===== config.mk =====
export PLATFORM = sky130hd
export DESIGN_NAME = ps2_key_tracker_flat
export DESIGN_NICKNAME = d
export VERILOG_FILES = /design/src/rtl/ps2_key_tracker_if.sv /design/src/rtl/ps2_key_tracker.sv /design/src/flat_wrapper.sv
export SDC_FILE = /design/constraint.sdc
export NUM_CORES = 1
export LEC_CHECK = 0
export BUFFER_PORTS_ARGS = -buffer_cell sky130_fd_sc_hd__buf_4
export CORE_UTILIZATION = 55
export DETAILED_ROUTE_END_ITERATION = 7
export PLACE_DENSITY = 0.73
export SLEW_MARGIN = 10
export SYNTH_ARGS = -nofsm -noshare
export SYNTH_HDL_FRONTEND = slang
export SYNTH_SLANG_ARGS = --single-unit

===== constraint.sdc =====
create_clock -name clk -period 2.3 [get_ports clk]
set_input_delay 0.115 -clock clk [delete_from_list [all_inputs] [get_ports clk]]
set_output_delay 0.115 -clock clk [all_outputs]
set_load 0.01 [all_outputs]

===== src/rtl/ps2_key_tracker_if.sv =====
// ps2_key_tracker_if: bundle of the PS/2 bus lines and the tracker's outputs.
//
// Handshake: there is no backpressure. rx_valid, key_strobe and frame_err are
// single-cycle pulses; a consumer must sample rx_byte in the rx_valid cycle and
// key_code at any time (it is held until the next change, flagged by key_strobe).
//
// dbg_* signals expose the frame FSM state and the break/ext flags so checkers
// can bind to them without reaching into the design.
interface ps2_key_tracker_if;
  logic       ps2_clk;
  logic       ps2_data;
  logic [7:0] key_code;
  logic       key_strobe;
  logic [7:0] rx_byte;
  logic       rx_valid;
  logic       frame_err;
  logic [1:0] dbg_state;
  logic       dbg_break;
  logic       dbg_ext;

  // Design side: consumes the raw PS/2 lines, produces the decoded results.
  modport slave (
    input  ps2_clk,
    input  ps2_data,
    output key_code,
    output key_strobe,
    output rx_byte,
    output rx_valid,
    output frame_err,
    output dbg_state,
    output dbg_break,
    output dbg_ext
  );

  // Keyboard / environment side.
  modport master (
    output ps2_clk,
    output ps2_data,
    input  key_code,
    input  key_strobe,
    input  rx_byte,
    input  rx_valid,
    input  frame_err,
    input  dbg_state,
    input  dbg_break,
    input  dbg_ext
  );
endinterface


===== src/rtl/ps2_key_tracker.sv =====
// ps2_key_tracker: PS/2 frame receiver plus make/break tracker.
//
// Turns the raw PS/2 keyboard bus into the scan code of the currently held key
// (8'h00 = nothing held). Frames are 11 bits: start(0), 8 data bits LSB first,
// odd parity, stop(1), sampled on falling edges of the PS/2 clock.
//
// Optional feature macro: PS2_EXT_FILTER_EN
//   defined     - a make/break following an E0 prefix is dropped entirely
//                 (only the ext and break flags are cleared).
//   not defined - E0 only sets the ext flag; the next code is handled normally.
module ps2_key_tracker #(
  parameter int TIMEOUT_CYCLES     = 50000,
  parameter bit CLEAR_ON_ANY_BREAK = 1'b0
) (
  input logic              clk,
  input logic              rst_n,
  ps2_key_tracker_if.slave bus
);

  localparam int             TW       = (TIMEOUT_CYCLES > 1) ? $clog2(TIMEOUT_CYCLES) : 1;
  localparam logic [TW-1:0]  TMO_LAST = TW'(TIMEOUT_CYCLES - 1);

  localparam logic [1:0] S_IDLE   = 2'd0;
  localparam logic [1:0] S_DATA   = 2'd1;
  localparam logic [1:0] S_PARITY = 2'd2;
  localparam logic [1:0] S_STOP   = 2'd3;

  localparam logic [7:0] CODE_BREAK = 8'hF0;
  localparam logic [7:0] CODE_EXT   = 8'hE0;

  // Synchronisers (idle-high bus, so they reset to 1)
  logic r_clk_s1, r_clk_s2, r_clk_prev;
  logic r_dat_s1, r_dat_s2;
  logic w_fall;

  // Frame receiver
  logic [1:0]    r_state;
  logic [2:0]    r_bit_cnt;
  logic [7:0]    r_shift;
  logic          r_parity;
  logic [TW-1:0] r_tmo_cnt;
  logic          w_timeout;
  logic [7:0]    r_rx_byte;
  logic          r_rx_valid;
  logic          r_frame_err;

  // Tracker
  logic [7:0] r_key_code;
  logic       r_key_strobe;
  logic       r_break;
  logic       r_ext;
  logic [7:0] w_key_next;
  logic       w_break_next;
  logic       w_ext_next;

  // Two-flop synchronisers on both lines plus one extra clock stage for edge detect.
  always_ff @(posedge clk or negedge rst_n) begin
    if (!rst_n) begin
      r_clk_s1   <= 1'b1;
      r_clk_s2   <= 1'b1;
      r_clk_prev <= 1'b1;
      r_dat_s1   <= 1'b1;
      r_dat_s2   <= 1'b1;
    end else begin
      r_clk_s1   <= bus.ps2_clk;
      r_clk_s2   <= r_clk_s1;
      r_clk_prev <= r_clk_s2;
      r_dat_s1   <= bus.ps2_data;
      r_dat_s2   <= r_dat_s1;
    end
  end

  assign w_fall = r_clk_prev & ~r_clk_s2;

  // A fall in the same cycle as the terminal count wins: no timeout then.
  assign w_timeout = (r_state != S_IDLE) && !w_fall && (r_tmo_cnt == TMO_LAST);

  // Inactivity counter: idle while waiting for a start bit, restarted by every fall.
  always_ff @(posedge clk or negedge rst_n) begin
    if (!rst_n) begin
      r_tmo_cnt <= '0;
    end else if ((r_state == S_IDLE) || w_fall || w_timeout) begin
      r_tmo_cnt <= '0;
    end else begin
      r_tmo_cnt <= r_tmo_cnt + 1'b1;
    end
  end

  // Frame FSM: samples data only on PS/2 clock falls, emits rx_valid/frame_err pulses.
  always_ff @(posedge clk or negedge rst_n) begin
    if (!rst_n) begin
      r_state     <= S_IDLE;
      r_bit_cnt   <= 3'd0;
      r_shift     <= 8'h00;
      r_parity    <= 1'b0;
      r_rx_byte   <= 8'h00;
      r_rx_valid  <= 1'b0;
      r_frame_err <= 1'b0;
    end else begin
      r_rx_valid  <= 1'b0;
      r_frame_err <= 1'b0;
      if (w_fall) begin
        case (r_state)
          S_IDLE: begin
            if (!r_dat_s2) begin
              r_state   <= S_DATA;
              r_bit_cnt <= 3'd0;
            end else begin
              r_frame_err <= 1'b1;
            end
          end
          S_DATA: begin
            r_shift   <= {r_dat_s2, r_shift[7:1]};
            r_bit_cnt <= r_bit_cnt + 3'd1;
            if (r_bit_cnt == 3'd7) begin
              r_state <= S_PARITY;
            end
          end
          S_PARITY: begin
            r_parity <= r_dat_s2;
            r_state  <= S_STOP;
          end
          default: begin
            r_state <= S_IDLE;
            if ((^{r_shift, r_parity}) && r_dat_s2) begin
              r_rx_byte  <= r_shift;
              r_rx_valid <= 1'b1;
            end else begin
              r_frame_err <= 1'b1;
            end
          end
        endcase
      end else if (w_timeout) begin
        // Abandon the partial frame; tracker flags are deliberately left alone.
        r_state     <= S_IDLE;
        r_frame_err <= 1'b1;
      end
    end
  end

  // Tracker next-state: interpret each received byte as prefix, make or break.
  always_comb begin
    w_key_next   = r_key_code;
    w_break_next = r_break;
    w_ext_next   = r_ext;
    if (r_rx_valid) begin
      if (r_rx_byte == CODE_BREAK) begin
        w_break_next = 1'b1;
      end else if (r_rx_byte == CODE_EXT) begin
        w_ext_next = 1'b1;
      end else begin
`ifdef PS2_EXT_FILTER_EN
        if (r_ext) begin
          w_break_next = 1'b0;
          w_ext_next   = 1'b0;
        end else
`endif
        if (r_break) begin
          if ((r_rx_byte == r_key_code) || CLEAR_ON_ANY_BREAK) begin
            w_key_next = 8'h00;
          end
          w_break_next = 1'b0;
          w_ext_next   = 1'b0;
        end else begin
          w_key_next = r_rx_byte;
          w_ext_next = 1'b0;
        end
      end
    end
  end

  // Tracker registers; key_strobe rises together with the new key_code value.
  always_ff @(posedge clk or negedge rst_n) begin
    if (!rst_n) begin
      r_key_code   <= 8'h00;
      r_key_strobe <= 1'b0;
      r_break      <= 1'b0;
      r_ext        <= 1'b0;
    end else begin
      r_key_code   <= w_key_next;
      r_key_strobe <= (w_key_next != r_key_code);
      r_break      <= w_break_next;
      r_ext        <= w_ext_next;
    end
  end

  assign bus.key_code   = r_key_code;
  assign bus.key_strobe = r_key_strobe;
  assign bus.rx_byte    = r_rx_byte;
  assign bus.rx_valid   = r_rx_valid;
  assign bus.frame_err  = r_frame_err;
  assign bus.dbg_state  = r_state;
  assign bus.dbg_break  = r_break;
  assign bus.dbg_ext    = r_ext;

endmodule


===== src/flat_wrapper.sv =====
// flat-port wrapper written by rule: the top's interface ports become plain ports
module ps2_key_tracker_flat 
#(
  parameter int TIMEOUT_CYCLES     = 50000,
  parameter bit CLEAR_ON_ANY_BREAK = 1'b0
)
  (clk, rst_n, bus_ps2_clk, bus_ps2_data, bus_key_code, bus_key_strobe, bus_rx_byte, bus_rx_valid, bus_frame_err, bus_dbg_state, bus_dbg_break, bus_dbg_ext);
  ps2_key_tracker_if bus_i ();
  input logic clk;
  input logic rst_n;
  input wire logic [$bits(bus_i.ps2_clk)-1:0] bus_ps2_clk;
  input wire logic [$bits(bus_i.ps2_data)-1:0] bus_ps2_data;
  output wire logic [$bits(bus_i.key_code)-1:0] bus_key_code;
  output wire logic [$bits(bus_i.key_strobe)-1:0] bus_key_strobe;
  output wire logic [$bits(bus_i.rx_byte)-1:0] bus_rx_byte;
  output wire logic [$bits(bus_i.rx_valid)-1:0] bus_rx_valid;
  output wire logic [$bits(bus_i.frame_err)-1:0] bus_frame_err;
  output wire logic [$bits(bus_i.dbg_state)-1:0] bus_dbg_state;
  output wire logic [$bits(bus_i.dbg_break)-1:0] bus_dbg_break;
  output wire logic [$bits(bus_i.dbg_ext)-1:0] bus_dbg_ext;
  assign bus_i.ps2_clk = bus_ps2_clk;
  assign bus_i.ps2_data = bus_ps2_data;
  assign bus_key_code = bus_i.key_code;
  assign bus_key_strobe = bus_i.key_strobe;
  assign bus_rx_byte = bus_i.rx_byte;
  assign bus_rx_valid = bus_i.rx_valid;
  assign bus_frame_err = bus_i.frame_err;
  assign bus_dbg_state = bus_i.dbg_state;
  assign bus_dbg_break = bus_i.dbg_break;
  assign bus_dbg_ext = bus_i.dbg_ext;
  ps2_key_tracker #(.TIMEOUT_CYCLES(TIMEOUT_CYCLES), .CLEAR_ON_ANY_BREAK(CLEAR_ON_ANY_BREAK)) u_core (.clk(clk), .rst_n(rst_n), .bus(bus_i));
endmodule

# Word-level counts from Yosys, hierarchy flattened
# Cells that the tools add are included.
dict set report word_totals {
  ff_bits 56
  in_bits 4
  output_inout_bits 23
  word_cells 79
}
dict set report classes {
  add_sub_neg 2
  eq_ne 12
  muxes 24
  bitwise_logic 4
  n_reduce_logical 20
}
# operator n
set op_table {}
lappend op_table {{8-bit 2-to-1 mux} 5}
lappend op_table {{16-bit by 1-bit adder with 16-bit output, second input constant} 1}
lappend op_table {{16-bit == test, second input constant} 1}
lappend op_table {{8-bit == test, second input constant} 2}
lappend op_table {{16-bit 2-to-1 mux} 1}
lappend op_table {{1-bit 2-to-1 mux} 10}
lappend op_table {{3-bit AND reduction} 3}
lappend op_table {{9-bit parity} 1}
lappend op_table {{8-bit == test} 1}
lappend op_table {{2-bit 2-to-1 mux} 4}
lappend op_table {{8-bit inequality test} 1}
lappend op_table {{2-bit AND reduction} 4}
lappend op_table {{3-bit inequality test, second input constant} 2}
lappend op_table {{2-bit case mux with 3 select lines} 1}
lappend op_table {{3-bit case mux with 2 select lines} 1}
lappend op_table {{2-bit nonzero test} 3}
lappend op_table {{3-bit by 1-bit adder with 3-bit output, second input constant} 1}
lappend op_table {{3-bit == test, second input constant} 1}
lappend op_table {{1-bit logical AND} 3}
lappend op_table {{3-bit 2-to-1 mux} 1}
lappend op_table {{1-bit inverter} 3}
lappend op_table {{3-bit OR reduction} 1}
lappend op_table {{2-bit by 1-bit == test with 1-bit output, second input constant} 1}
lappend op_table {{2-bit == test, second input constant} 1}
lappend op_table {{8 further kinds} 9}

# Logic depth before layout (Yosys ltp)
dict set report depth {
  depth_word 7
  mapped_depth 7
}

# Worst setup path before layout
# Ideal clock, no wire load.
dict set report synth_timing {
  path_kind {reg2reg}
  startpoint {reg u_core.r_break (netlist: u_core.bus.dbg_break)}
  endpoint {reg u_core.r_key_strobe (netlist: u_core.bus.key_strobe)}
  arrival_ns 1.665
  slack_ns 0.500
  path_stages_with_launch 7
  synth_period_minus_slack_ns 1.800
  cell_sequence {dfrtp_1 -> and2b_1 -> a21boi_2 -> nor4b_1 -> o21ai_0 -> a221oi_1 -> o22ai_1}
}
dict set report synth_via {
  elab_chain_len 5
}
# element line_no
set synth_lines {}
lappend synth_lines {{start, declared} ps2_key_tracker.sv:50} ;# logic r_break;
lappend synth_lines {{start signal, assigned} ps2_key_tracker.sv:182} ;# r_break <= w_break_next;
lappend synth_lines {{8-bit 2-to-1 mux} ps2_key_tracker.sv:158} ;# if (r_break) begin
lappend synth_lines {{8-bit 2-to-1 mux} ps2_key_tracker.sv:149} ;# end else if (r_rx_byte == CODE_EXT) begin
lappend synth_lines {{8-bit 2-to-1 mux} ps2_key_tracker.sv:147} ;# if (r_rx_byte == CODE_BREAK) begin
lappend synth_lines {{8-bit 2-to-1 mux} ps2_key_tracker.sv:146} ;# if (r_rx_valid) begin
lappend synth_lines {{8-bit inequality test} ps2_key_tracker.sv:181} ;# r_key_strobe <= (w_key_next != r_key_code);
lappend synth_lines {{end signal, assigned} ps2_key_tracker.sv:181}
lappend synth_lines {{end, declared} ps2_key_tracker.sv:49} ;# logic r_key_strobe;
# Every way passes these cells.
# A chain may end at the register's enable or synchronous reset.

# Worst setup path after layout
# Same ends and word-level chain as after synthesis.

==> impl_metrics.toml <==
[outcome]
run_status = "finished clean"

[synth]
syn_area_um2 = 2650
ys_seq_area_frac = 0.531
yosysMostFrequentCell = "dfrtp_1"
synth_flop_cell = "dfrtp_1"
yosysTopAreaCell = "dfrtp_1"
synth-edff-count = 0
synth_top_area_frac = 0.481
synth-seq-cells = 56
synth.distinct_cells = 41
syn-num-nets = 253
syn_area_per_cell_um2 = 11.0
ys_warn_count = 0
netlist_top_cells_count = "51 x dfrtp_1, 29 x nand2_1, 23 x nor2_1"
yosys-top-cells-area = "dfrtp_1 48%, mux2_2 6.4%, xnor2_1 5.3%"
synthesis.instances = 242
synthArstFlopShare = 1.00

[global_route]
grtUsageTotal = 0.206
antenna_found_initial = 0
grt_remaining_overflow = 0
grt_pass1_wl_um = 8050
grt_pass1_vias = 1757
grt_max_degree = 57

[clock_network]
clk_latency_ps = 310
cts_buffer_depth = 2
cts_buffers = 5
ctsResizeCount = 0
cts_root_buffer = "clkbuf_8"
cts_tree = "done"
post_cts_buffers = 0
ctsHoldBuffers = 3
path_clk_slew_ps = 100
cts.sinks = 56
htreeDepth = 2

[setup_path]
end_kind = "flop"
crit_required_ps = 2480
critPathKind = "flop to flop"
cp.arrival_ps = 2150
startpoint_type = "flop"
cp_max_fo = 6

[power]
cellLeakagePower_nw = 1.44
power_per_cell_area_nw_per_um2 = 758
ir_drop_mv = 0.581
p_total_mw = 2.30

[min_path]
worstHoldPathType = "flop to flop"

[sta]
fin_skew_ps = 8.35
finalSetupTns_ps = 0
post-route-period-util = 0.854
timing.final.crit_period_ps = 1970
final-setup-viol-count = 0
rsz0062_at_grt = "no"
slew_viol_final = 0
relSlewSlack = 0.545
finalHoldViolCount = 0
tightest_slew_ps = 683
fmax_ghz = 0.509

[job]
drv_cap = 0

[floorplanning]
rows = 24
dieArea_um2 = 5100
die_h_um = 71.4
num_io_pins = 27
start_util = 0.589
coreArea_um2 = 4500
die_width_um = 71.4

[detailed_routing]
wire_per_inst_um = 14.6
ant_nets = 0
drt_pass1_iterations = 4
drtIter0Drc = 73
routed_wl_um = 4800
viasPerCell = 5.54
post-route-drc-count = 0
vias = 1823

[cells_and_area]
insertedDiodeCount = 0
final_area_um2 = 3040
fin_cells = 329
drive_above_1_share = 0.213
utilization = 0.674
area_growth_pct = 14.5
finalNetCount = 287

[place]
dpl-instance-area_um2 = 2910
place_hpwl_um = 3310
place_congestion = 0.837
place_inst = 318
numPortBuffers = 26
state kept, by name, summed over array words and instances, names as in the netlist, 2 cells and up:
name                  flops
u_core.bus.rx_byte        8
u_core.bus.key_code       8
u_core.r_bit_cnt          3
u_core.bus.dbg_state      2
u_core.r_shift            8
u_core.r_tmo_cnt         16
layout by cell type (no fill, tap or decap), drive strengths merged, types with 3 or more instances in the layout:
| cell type | synthesis | final |
|---|---|---|
| a21oi | 4 | 4 |
| a22o | 5 | 5 |
| and3 | 5 | 5 |
| buf | 3 | 28 |
| clkbuf | 1 | 6 |
| dfrtp | 51 | 51 |
| dfstp | 5 | 5 |
| dlygate4sd3 | 0 | 3 |
| ha | 7 | 7 |
| inv | 11 | 11 |
| mux2 | 15 | 15 |
| mux2i | 3 | 3 |
| nand2 | 29 | 29 |
| nand2b | 6 | 6 |
| nand3 | 9 | 9 |
| nand4 | 5 | 5 |
| nor2 | 24 | 24 |
| o21ai | 8 | 8 |
| o22ai | 3 | 3 |
| xnor2 | 16 | 16 |
| xor2 | 9 | 9 |
final timing paths:
kind / from / endpoint / slack, ps / cells after the start
setup / recovery: u_core.bus.dbg_break / u_core.bus.key_strobe / 330 / 6
hold / removal: u_core.r_dat_s1 / u_core.r_dat_s2 / 360 / 0
setup reg to reg: u_core.bus.dbg_break / u_core.bus.key_strobe / 330 / 6
hold reg to reg: u_core.r_dat_s1 / u_core.r_dat_s2 / 360 / 0
max in group asynchronous: rst_n / u_core.bus.key_code[5] / 1470 / 2
min in group asynchronous: rst_n / u_core.r_tmo_cnt[13] / 380 / 2
final cells by class:
type,count,area [µm²]
clock inverter,2,15.0
sequential,56,1410
inverter,11,41.3
multi-input combinational,171,1190
tap,52,65.1
timing repair buffer,31,240
fill,359,1470
clock buffer,6,82.6
routing by layer:
layer / part of all wire / global-route usage / routed length [µm]
met2: 0.45 / 0.341 / 2140
met5: 0 / 0 / 0
met3: 0.037 / 0.0464 / 176
met4: 0.017 / 0.0822 / 82
met1: 0.50 / 0.263 / 2400
cell families after synthesis:
family                     after synthesis  synth area share
buffers and inverters                   15            0.0222
AOI/OAI and AO/OA                       29            0.0759
and+or+nand+nor                         91             0.172
xor gates and xnor gates                26            0.0910
muxes                                   18            0.0750
DFF                                     56             0.531
adders and majority gates                7            0.0330
power breakdown:
group          switching, mW  internal, mW
logic                  0.301         0.269
clock network          0.320         0.244
registers             0.0895          1.08
worst max-delay path: stages, from the launching register on:
cell and delay, ps:
dfrtp_1 430, and2b_1 250, a21boi_2 290, nor4b_1 350, o21ai_0 140, a221oi_1 250
o22ai_1 120
per-stage QoR:
stage	setup slack, ps	hold WS, ps
floorplan	500	-181
global placement	437	204
detailed placement	386	206
CTS	364	364
global route	105	368
finish	335	362
(Power assumes the default switching activity.)
